===== config.mk =====
export PLATFORM = sky130hd
export DESIGN_NAME = div_seq
export DESIGN_NICKNAME = d
export VERILOG_FILES = /design/src/rtl/div_seq.sv
export SDC_FILE = /design/constraint.sdc
export NUM_CORES = 1
export LEC_CHECK = 0
export ABC_AREA = 1
export CAP_MARGIN = 20
export CORE_ASPECT_RATIO = 0.75
export CORE_UTILIZATION = 36
export CTS_CLUSTER_SIZE = 24
export DETAILED_ROUTE_END_ITERATION = 16
export GPL_ROUTABILITY_DRIVEN = 0
export HOLD_SLACK_MARGIN = 0.02
export PLACE_DENSITY = 0.67
export SYNTH_ARGS = -nofsm -noshare
export SYNTH_HDL_FRONTEND = slang
export SYNTH_SLANG_ARGS = --single-unit
export TNS_END_PERCENT = 5

===== constraint.sdc =====
create_clock -name clk -period 2.05 [get_ports clk]
set_clock_uncertainty 0.15 [all_clocks]
set_input_delay 0.615 -clock clk [delete_from_list [all_inputs] [get_ports clk]]
set_output_delay 0.615 -clock clk [all_outputs]
set_load 0.005 [all_outputs]

===== src/rtl/div_seq.sv =====
// Iterative unsigned restoring divider built around one add_sub instance.
// One quotient bit is resolved per clock; start/busy/done handshake.

// N-bit adder/subtractor: ctrl = 1 computes a - b, cout = 1 means no borrow.
module add_sub #(
    parameter int N = 8
) (
    input  logic [N-1:0] a,
    input  logic [N-1:0] b,
    input  logic         ctrl,
    output logic [N-1:0] result,
    output logic         cout
);

    logic [N:0] sum;
    logic [N-1:0] b_eff;

    // Two's-complement subtract by inverting b and injecting a carry-in
    always_comb begin
        b_eff  = ctrl ? ~b : b;
        sum    = {1'b0, a} + {1'b0, b_eff} + {{N{1'b0}}, ctrl};
        result = sum[N-1:0];
        cout   = sum[N];
    end

endmodule

module div_seq #(
    parameter int N = 8
) (
    input  logic         clk,
    input  logic         rst,
    input  logic         start,
    input  logic [N-1:0] dividend,
    input  logic [N-1:0] divisor,
    output logic         busy,
    output logic         done,
    output logic [N-1:0] quotient,
    output logic [N-1:0] remainder,
    output logic         div_by_zero
);

    localparam int CW = (N > 1) ? $clog2(N) : 1;

    typedef enum logic [1:0] {
        IDLE = 2'd0,
        RUN  = 2'd1,
        DONE = 2'd2
    } state_t;

    state_t state;
    state_t state_next;

    logic [N-1:0]  work_q;
    logic [N-1:0]  work_r;
    logic [N-1:0]  div_d;
    logic [CW-1:0] count;

    logic [N-1:0]  shifted;
    logic [N-1:0]  diff;
    logic          no_borrow;
    logic [N-1:0]  r_next;
    logic [N-1:0]  q_next;
    logic          last_iter;

    // Shift the next dividend bit into the partial remainder; R < 2^(N-1) so it fits
    always_comb begin
        shifted   = {work_r[N-2:0], work_q[N-1]};
        r_next    = no_borrow ? diff : shifted;
        q_next    = {work_q[N-2:0], no_borrow};
        last_iter = (count == CW'(N - 1));
    end

    add_sub #(.N(N)) u_add_sub (
        .a      (shifted),
        .b      (div_d),
        .ctrl   (1'b1),
        .result (diff),
        .cout   (no_borrow)
    );

    // Next-state logic: accept in IDLE, iterate N times, one DONE cycle
    always_comb begin
        state_next = state;
        case (state)
            IDLE:    if (start) state_next = RUN;
            RUN:     if (last_iter) state_next = DONE;
            DONE:    state_next = IDLE;
            default: state_next = IDLE;
        endcase
    end

    // State register plus registered busy/done so both come straight from flops
    always_ff @(posedge clk or posedge rst) begin
        if (rst) begin
            state <= IDLE;
            busy  <= 1'b0;
            done  <= 1'b0;
        end else begin
            state <= state_next;
            busy  <= (state_next != IDLE);
            done  <= (state_next == DONE);
        end
    end

    // Working registers and result capture on the completing edge
    always_ff @(posedge clk or posedge rst) begin
        if (rst) begin
            work_q      <= '0;
            work_r      <= '0;
            div_d       <= '0;
            count       <= '0;
            quotient    <= '0;
            remainder   <= '0;
            div_by_zero <= 1'b0;
        end else begin
            case (state)
                IDLE: begin
                    if (start) begin
                        div_d  <= divisor;
                        work_q <= dividend;
                        work_r <= '0;
                        count  <= '0;
                    end
                end
                RUN: begin
                    work_r <= r_next;
                    work_q <= q_next;
                    count  <= count + CW'(1);
                    if (last_iter) begin
                        quotient    <= q_next;
                        remainder   <= r_next;
                        div_by_zero <= (div_d == '0);
                    end
                end
                default: ;
            endcase
        end
    end

endmodule


* Yosys cells after proc, flatten, opt, wreduce, memory -nomap -nowiden
Cells that the tools add are included.
** Word-level totals
- Flip-flop bits (word level) :: 47
- Input bits :: 19
- Output and inout bits :: 19
- Word-level logic and storage cells :: 35
** Cells by class
- Add/sub/neg operators :: 3
- Equality and inequality tests :: 4
- Muxes and demuxes :: 10
- Bitwise logic cells :: 1
- Reductions and logical operators :: 7
** Operator list (count)
- 2-to-1 mux 8 bit :: 2
- case mux 8 bit (2 select lines) :: 1
- case mux 7 bit (2 select lines) :: 1
- adder 8 x 8 -> 9 bit :: 1
- adder 9 x 1 -> 9 bit, second input constant :: 1
- logical NOT 8 bit :: 1
- inverter 8 bit :: 1
- 2-to-1 mux 7 bit :: 1
- case mux 3 bit (2 select lines) :: 1
- AND reduction 2 bit :: 3
- 2-to-1 mux 2 bit :: 2
- case mux 2 bit (2 select lines) :: 1
- nonzero test 2 bit :: 2
- adder 3 x 1 -> 3 bit, second input constant :: 1
- equality test 3 bit, second input constant :: 1
- 2-to-1 mux 3 bit :: 1
- equality test 2 x 1 -> 1 bit, second input constant :: 1
- equality test 2 bit, second input constant :: 1
- logical NOT 2 bit :: 1
- inequality test 2 bit, second input constant :: 1

* Depth between registers and ports, before layout
- Word-level depth :: 5
- Depth in mapped cells :: 13
- Mapped depth without buffers :: 13

* Hierarchy
Synthesis repeated with hierarchy kept, for this count alone.
** Second synthesis, totals
- Cell total of the unflattened synthesis :: 302
- Area total of the unflattened synthesis :: 2459.9 µm²
** Modules (own cells, without submodules)
- div_seq :: instances 1, cells an instance 229, area an instance 2008.2 µm², sequential area each 1176.1 µm²
- add_sub :: instances 1, cells an instance 73, area an instance 451.7 µm², sequential area each 0.0 µm²

* Worst setup path before layout
OpenSTA, ideal clock, no wires.
- Path type :: flip-flop to flip-flop
- Start :: register work_q[7]
- End :: register remainder[0]
- Setup time :: 0.120 ns
- Arrival :: 1.668 ns
- Data required time :: 1.780 ns
- Path slack :: 0.113 ns
- Cell stages (with the launch flop) :: 12
- Buffers on the path :: 1
- Period minus slack after synthesis :: 1.937 ns
- Cells stage by stage :: dfrtp_1 -> inv_1 -> ha_1 -> inv_1 -> fa_1 -> nand2_1 -> nand2_2 -> nand3_2 -> nand2_4 -> buf_12 -> o21ai_2 -> o21ai_2
** On the way
- Longest elaborated chain between the ends :: 3
** Ends and longest elaborated chain
- start: declaration :: line 54 : logic [N-1:0] work_q;
- start signal: assignment :: line 121 : work_q <= dividend;
- start signal: assignment :: line 128 : work_q <= q_next;
- adder 8 x 8 -> 9 bit :: line 21 : sum = {1'b0, a} + {1'b0, b_eff} + {{N{1'b0}}, ctrl};
- adder 9 x 1 -> 9 bit :: line 21
- 2-to-1 mux 8 bit (*) :: line 69 : r_next = no_borrow ? diff : shifted;
- end signal: assignment :: line 132 : remainder <= r_next;
- end: declaration :: line 39 : output logic [N-1:0] remainder,
Every way passes the cells marked *; elsewhere a longest branch is shown, timed or not.
A chain may end at the register's enable or synchronous reset.

* Worst setup path after layout
- Start :: register work_q[7]
- End :: register work_r[6]
** On the way
- Longest elaborated chain between the ends :: 4
** Ends and longest elaborated chain
- adder 8 x 8 -> 9 bit :: line 21
- adder 9 x 1 -> 9 bit :: line 21
- 2-to-1 mux 8 bit :: line 69
- case mux 7 bit (2 select lines) :: line 117 : case (state)
- end signal: assignment :: line 127 : work_r <= r_next;
- end: declaration :: line 55 : logic [N-1:0] work_r;
Every way passes these cells.

==> results.toml <==
[run_status]
status = "finished, final reports clean"

[logic_synthesis]
synth-seq-cells = 47
yosysMostFrequentCell = "nand2_1"
postSynthAreaPerCell_um2 = 8.60
netlist_area_um2 = 2410
synthArstFlopShare_pct = 100
synth.largest_area_cell = "dfrtp_1"
ys.warnings.count = 0
synth_edf_count = 0
synth_cells = 280
synthTopCellsByArea = "dfrtp_1, nand2_1, inv_1"
synth_seq_area_share_pct = 48.8
ys_types = 32
synth.top_cells.by_count = "nand2_1, dfrtp_1, inv_1"
synth-main-ff-cell = "dfrtp_1"
synth_top_area_share_pct = 48.8
syn-num-nets = 310

[worst_setup_path]
worstPathCellList = "inv_2 > ha_2 > inv_2 > fa_2 > nand2_2 > nand2_4 > nand3_4 > nand2_8 > buf_4 > nand3_2 > nand3_1 > nand2_1"
arrival_ns = 2.09
cp.required_ns = 2.15
reg2reg_slack_ns = 0.06
crit_buf_inv = 3
critPathKind = "flop to flop"
crit_top_cell = "inv_2"
critPathMaxFanout = 6
critical_path.max_stage_delay_ns = 0.39
ff2ff_path_depth = 12
reg2reg_to = "work_r[6]"
reg2reg_from = "work_q[7]"
crit_slowest_cell = "dfrtp_1"
worst_setup_path_start_kind = "flop"
cp_top_family = "simple AND/OR/NAND/NOR gates"
setup.worst_path.end_class = "flop"

[clocking]
postCtsHoldBufs = 0
cts.sinks = 47
cts_tree = "yes"
htree_levels = 2
clk_latency_ns = 0.31
cts-root-buf = "clkbuf_8"
cts_buffers = 5
cts_max_path_buffers = 2
path_clk_slew_ns = 0.10

[timing]
finalHoldViolCount = 0
worst_slew_pin_slew_ns = 0.369
fin_setup_tns_ns = 0
setup_violations = 0
fin_ws_ns = 0.0620
rsz0062_at_grt = "true"
period_share_pct = 97.0
maxSlewHeadroom_pct = 75.3
layout_min_cycle_time_ns = 1.99
max_freq_ghz = 0.503
drv_slew = 0

[detailed_routing]
ant_nets = 0
post-route-drc-count = 0
wl_per_cell_um = 12.8
first_pass_iters = 4
first_iter_violations = 88
vias = 1980
via_per_inst = 4.78
routed_wl_um = 5320

[placed_design]
post-place-ws_ns = -0.0308
dp_hpwl_um = 4000
post-place-cells = 404
io_buffers = 37

[floorplan]
rows = 25
die_y_um = 72.8
core_um2 = 6380
die_area_um2 = 7020
io_pins = 38
die_x_um = 96.5
start_util_pct = 37.7

[final_layout]
nets = 362
fin_cells = 414
drive_above_1_share_pct = 17.1
diodes = 0
syn_to_final_growth_pct = 29.5

[global_routing]
grt_pass1_wl_um = 8690
grt_use_total_pct = 16.4
grt_overflow = 0
grt_pass1_vias = 1777
grt_max_degree = 48
antenna_found_initial = 0

[hold_path]
hold_start = "count[0]"
min-delay-path-class = "flop to flop"
holdPathEnd = "count[0]"
whs_path_depth = 1

[power_and_ir_drop]
power_density_nw_per_um2 = 1700
power_leakage_uw = 0.00153
vdd_drop_max_uv = 532

[flow_run]
max-cap-violations = 0
==> metrics by stage <==
| stage | hold WS (ns) | total power (uW) | instance area (um^2) | util [%] |
|---|---|---|---|---|
| 3_3_place_gp | 0.313 | 4410 | 2950 | 46.3 |
| 3_5_place_dp | 0.316 | 4510 | 2950 | 46.3 |
| 6_report | 0.336 | 5300 | 3120 | 48.9 |
| 4_1_cts | 0.333 | 5100 | 3040 | 47.7 |
| 5_1_grt | 0.361 | 5770 | 3120 | 48.9 |
| 2_1_floorplan | 0.292 | 3580 | 2410 | - |
==> cell usage in the layout, fill, tap and decap left out, types with 10 or more instances in the layout <==
cell             count
o21ai_1             12
nand2_1             75
nor2_1              14
buf_4               10
inv_1               36
clkdlybuf4s50_1     37
dfrtp_1             47
a21oi_1             10
nand3_1             15
==> worst reg2reg max path, cell delays in order (launching register included) <==
cell and delay, ns:
dfrtp_1 0.39, inv_2 0.06, ha_2 0.16, inv_2 0.05, fa_2 0.39, nand2_2 0.09, nand2_4 0.07, nand3_4 0.14
nand2_8 0.08, buf_4 0.15, nand3_2 0.08, nand3_1 0.06, nand2_1 0.07
==> flip-flops by register name, indices dropped and copies added, names as in the netlist <==
signal / flops
div_d: 8
done: 1
count: 3
remainder: 8
quotient: 8
state: 2
div_by_zero: 1
work_q: 8
busy: 1
work_r: 7
==> where the power goes <==
group	internal, uW	switching [uW]	total, uW
registers	1350	253	1610
clock network	241	330	570
logic	1380	1740	3120
==> metal layers <==
metal  part of all wire (%)  up-vias  GRT usage, %  wire length, um
li1                       -     1004             -                -
met1                     53      929          27.1             2820
met2                     41       43          21.2             2170
met3                    5.4        4          3.65              289
met4                   0.81        0          3.92               43
met5                      0        -             0                0
==> worst max-delay path by stage <==
stage,start,end,slack [ns],cells past startpoint
floorplan,work_q[7],remainder[0],0.11,11
global placement,work_q[7],work_r[5],0.05,12
detailed placement,work_q[7],work_r[5],-0.03,12
CTS,work_q[7],remainder[5],0.04,12
global route,work_q[7],work_r[5],-0.01,12
finish,work_q[7],work_r[6],0.06,12
==> cell families after synthesis <==
kind of cell | Yosys count | share of synthesized area, %
simple gates | 127 | 23.8
compound gates | 42 | 10.9
buf+inv | 50 | 9.25
flops | 47 | 48.8
xor+xnor | 2 | 0.727
mux | 1 | 0.467
fa+ha+maj | 11 | 6.03
==> cell type report <==
class / count / area [um^2]
Tap cell: 81 / 101
Timing Repair Buffer: 51 / 517
Clock buffer: 5 / 68.8
Inverter: 43 / 164
Multi-Input combinational cell: 184 / 1070
Clock inverter: 3 / 18.8
Fill cell: 633 / 3260
Sequential cell: 47 / 1180
==> timing repair <==
action                     4_1_cts  5_1_grt
pin swaps                        0        3
resized for setup                1       14
cloned                           0        1
buffers inserted                 0        1
setup endpoints to repair        4       14
No activity file was read; power rests on OpenSTA's default activity.
==> variant 1: new RTL, same flow settings <==
`N` is set to 8 in 2 places; all go to 32.
--- a/src/rtl/div_seq.sv
+++ b/src/rtl/div_seq.sv
@@ -4,5 +4,5 @@
 // N-bit adder/subtractor: ctrl = 1 computes a - b, cout = 1 means no borrow.
 module add_sub #(
-    parameter int N = 8
+    parameter int N = 32
 ) (
     input  logic [N-1:0] a,
@@ -27,5 +27,5 @@
 
 module div_seq #(
-    parameter int N = 8
+    parameter int N = 32
 ) (
     input  logic         clk,
Ports: changed (resized dividend, divisor, quotient and remainder); port bits go from 38 to 134. The function was not compared with the original's and may differ.
==> variant 1 against the original RTL <==
The flow now finishes with violations (negative setup slack); wire length rose to 5.9 times the old value; global-route usage up 6.8 points; synthesized area rose to 3.9 times the old value; final area rose to 4.5 times the old value; worst hold slack worse by 0.035 ns; sequential cell count up 122; die area rose to 3.8 times the old value; power rose to 5.3 times the old value; worst setup slack worse by 0.42 ns; clock power rose to 5.9 times the old value; critical path type unchanged.
==> variant 1: results (changes against the original RTL) <==
[min_path]
hold_end=state[0]
hp-start=state[0]

[clock_network]
cts.clk_slew.worst_paths_ns=0.08  ; -0.02 ns
htreeDepth=4  ; +2
insertion_delay_ns=0.44  ; +0.13 ns
root_buffer=clkbuf_16
cts_setup_buffers=7  ; +7
cts_resized=134  ; +133
numCtsBuffers=17  ; +12

[power]
leakagePower_nw=7.53  ; +390%
vdd_drop_max_uv=933  ; +75%
p_per_area_mw_per_mm2=1970  ; +16%

[detailed_routing]
vias_per_cell=4.88  ; +2.0%
wl_per_cell_um=15.5  ; +20%
drtIter0Drc=819  ; +830%
num_vias=9829  ; +400%
first_pass_iters=5  ; +1

[synth]
syn-num-nets=1426  ; +360%
synth_seq_area_share_pct=44.6  ; -4.3 points
ys_types=41  ; +28%
synth_cells=1324  ; +370%
yosys-top-cells-count=nand2_1 (462), inv_1 (192), dfrtp_1 (169), nor2_1 (108), nand3_1 (73)
synth_seq_cells=169  ; +260%
synth.area.top_cells=dfrtp_1 (45%), nand2_1 (18%), inv_1 (7.6%)

[worst_setup_path]
crit_arrival_ns=2.63  ; +0.54 ns
reg2reg_depth=13  ; +1
startpoint=work_r[18]
r2r_end=work_r[22]
critPathMaxStageDelay_ns=0.46  ; +0.07 ns

[layout]
bufAreaShareNonClock_pct=22.3  ; +5.8 points
multi_input_cells=903  ; +390%
area_share_clock_buf_inv_pct=4.36  ; +1.5 points
layout.nets=1758  ; +390%
buffers_excl_clock=360  ; +610%
final.signal_inverter_count=205  ; +380%
antennaDiodeCount=1  ; +1
clock_buffers=17  ; +12
drive_above_1_share_pct=25.3  ; +8.2 points
fill_cells=2342  ; +270%

[placement]
dp_cells=1966  ; +390%
place_area_mm2=0.0128  ; +330%
dp_hpwl_um=22700  ; +470%
portBuffers=133  ; +260%
preCtsSetupSlack_ns=-0.432  ; -0.402 ns

[status]
status=finished with violations
violations=negative setup slack

[grt]
grt_start_max_net_pins=63  ; +31%
grt_pass1_vias=9308  ; +420%

[timing]
timing.hold.ws_ns=0.301  ; -0.0349 ns
setup_viol=65  ; +65
setup-tns-final_ns=-18.82  ; -18.82 ns
setup_ws_ns=-0.354  ; -0.416 ns

[variant 1: cell types whose count changed after synthesis, sizes merged, moves of 6 or more]
cell / change
nor2: +96
a21oi: +43
nand2: +381
o22ai: +29
inv: +160
clkbuf: +37
nor4: +6
o21ai: +57
ha: +24
xor2: +11
dfrtp: +122
nand3: +53
[variant 1: report_power, final]
part / internal [W] / switching, W
Clock: 0.00167 / 0.00168
Combinational: 0.00834 / 0.0100
Sequential: 0.00504 / 0.00114
[variant 1: layer usage]
| metal | track usage [%] | wire length, um | up-vias |
|---|---|---|---|
| met2 | 33.4 | 13300 | 315 |
| met3 | 5.89 | 2250 | 42 |
| li1 | - | - | 4818 |
| met1 | 34.4 | 15100 | 4654 |
| met5 | 0 | 0 | - |
| met4 | 5.48 | 569 | 0 |
[variant 1: cell families after synthesis]
logic type | synth area share, %
flops | 44.6
mux | 0.119
buf+inv | 10.4
simple gates | 28.7
xor+xnor | 1.48
compound gates | 10.0
fa+ha+maj | 4.70
==> variant 2: new RTL, same settings <==
Without the edit above. The output `done` loses its register stage (`done` becomes a continuous assignment). Comments in the files are not updated.
--- a/src/rtl/div_seq.sv
+++ b/src/rtl/div_seq.sv
@@ -96,11 +96,11 @@
             state <= IDLE;
             busy  <= 1'b0;
-            done  <= 1'b0;
         end else begin
             state <= state_next;
             busy  <= (state_next != IDLE);
-            done  <= (state_next == DONE);
         end
     end
+
+    assign done = (state_next == DONE);
 
     // Working registers and result capture on the completing edge
Formal check against the unedited RTL: not equivalent (Yosys sat finds a counterexample within 10 cycles, from zero or initial values and one cycle with rst high).
==> variant 2 against the original RTL <==
Final area increased by 0.40%; via count shrank 1.5%; synthesized cell count shrank 0.36%; final cell count is 0.97% higher; clock power increased by 20%; worst setup slack got worse by 0.047 ns; sequential cell count shrank 1; count of clock-buffer cells in the layout up 1; power grew 1.3%; synthesized area down 1.0%; wire length hardly changed; largest power group unchanged.
==> variant 2: results (changes against the original RTL) <==
[min_path]
hp-class=reg2reg
hold_path_depth=1  ; unchanged
hp-start=state[0]

[layout]
layout.nets=366  ; +1.1%
antennaDiodeCount=0  ; unchanged
drive_above_1_share_pct=18.1  ; +0.98 points
fin_cells=418  ; +0.97%

[worst_setup_path]
critPathMaxStageDelay_ns=0.42  ; +0.03 ns
startpoint=count[1]
reg2reg_depth=10  ; -2
crit_arrival_ns=1.27  ; -0.82 ns
crit-reg2reg-launch=div_d[5]
worstPathMaxFanout=2  ; -4
crit_family=flip-flops
cp_slowest_cell=dfrtp_1

[synth]
syn-num-nets=309  ; -0.32%
ys_warn_count=0  ; unchanged
async_reset_ff_share_pct=100  ; unchanged
ys_types=32  ; unchanged
synth.area.top_cells=dfrtp_1 (48%), nand2_1 (12%), inv_1 (6.3%)
yosys-top-cells-count=nand2_1 (77), dfrtp_1 (46), inv_1 (40), nand3_1 (16), nor2_1 (14)
syn_avg_cell_area_um2=8.54  ; -0.68%
synth_seq_area_share_pct=48.3  ; -0.54 points
synth-main-ff-cell=dfrtp_1

[grt]
grt_pass1_vias=1862  ; +4.8%
antenna_found_initial=0  ; unchanged
grtUsageTotal_pct=17.3  ; +0.85 points
grt_start_max_net_pins=47  ; -2.1%
grt_pass1_wl_um=8970  ; +3.2%

[power]
vdd_drop_max_uv=682  ; +28%
leakagePower_nw=1.54  ; +0.21%

[clock_network]
root_buffer=clkbuf_8
htreeDepth=2  ; unchanged
numCtsBuffers=5  ; unchanged
cts_setup_buffers=0  ; unchanged
cts.clk_slew.worst_paths_ns=0.09
cts_max_path_buffers=2  ; unchanged
cts_resized=9  ; +8
insertion_delay_ns=0.30

[detailed_routing]
drtIter0Drc=73  ; -17%
wl_um=5320  ; about the same
first_pass_iters=4  ; unchanged
vias_per_cell=4.67  ; -2.4%

[placement]
dp_hpwl_um=3870  ; -3.3%
portBuffers=37  ; unchanged
preCtsSetupSlack_ns=-0.0215  ; +0.00931 ns
dp_cells=408  ; +0.99%

[timing]
maxSlewHeadroom_pct=61.5  ; -14 points

[status]
status=finished clean

-- variant 2: cell types whose count changed after synthesis, sizes merged --
cell / change
dfrtp: -1
-- variant 2: kinds of logic (layout without fill, tap and decap cells) --
| group | after synthesis | in the layout | synth area share [%] |
|---|---|---|---|
| fa+ha+maj | 11 | 11 | 6.09 |
| buf+inv | 50 | 108 | 9.34 |
| mux | 1 | 1 | 0.472 |
| flops | 46 | 46 | 48.3 |
| simple gates | 127 | 127 | 24.0 |
| compound gates | 42 | 42 | 11.0 |
| xor+xnor | 2 | 2 | 0.735 |
-- variant 2: cell type report --
type,instances,area (um^2)
multi-input cells,183,1060
inverters,43,164
flip-flops and latches,46,1150
fillers,606,3220
repair buffers,57,541
clock inverters,2,37.5
well taps,81,101
clock buffers,6,72.6
-- variant 2: stage by stage --
step	power (W)	instance area, um^2
5_1_grt	0.00588	3130
6_report	0.00537	3130
3_3_place_gp	0.00445	2950
2_1_floorplan	0.00355	2380
4_1_cts	0.00523	3070
3_5_place_dp	0.00451	2950
-- variant 2: layer usage --
| layer | routed length [um] | vias to the layer above | track usage (%) |
|---|---|---|---|
| li1 | - | 998 | - |
| met2 | 2210 | 40 | 24.4 |
| met4 | 38 | 0 | 3.48 |
| met5 | 0 | - | 0 |
| met1 | 2840 | 908 | 26.7 |
| met3 | 229 | 5 | 4.30 |
-- variant 2: worst paths after layout --
path	endpoint	slack, ns
max	done	0.02
min	state[0]	0.34
max reg2reg	remainder[1]	0.08
min reg2reg	state[0]	0.34
max in group asynchronous	div_d[4]	1.03
min in group asynchronous	quotient[4]	0.51
-- variant 2: power breakdown --
group | internal, W | leakage [nW] | switching [W]
Sequential | 0.00133 | 0.562 | 0.000263
Combinational | 0.00141 | 0.923 | 0.00168
Clock | 0.000364 | 0.0514 | 0.000320
Total | 0.00310 | 1.54 | 0.00226
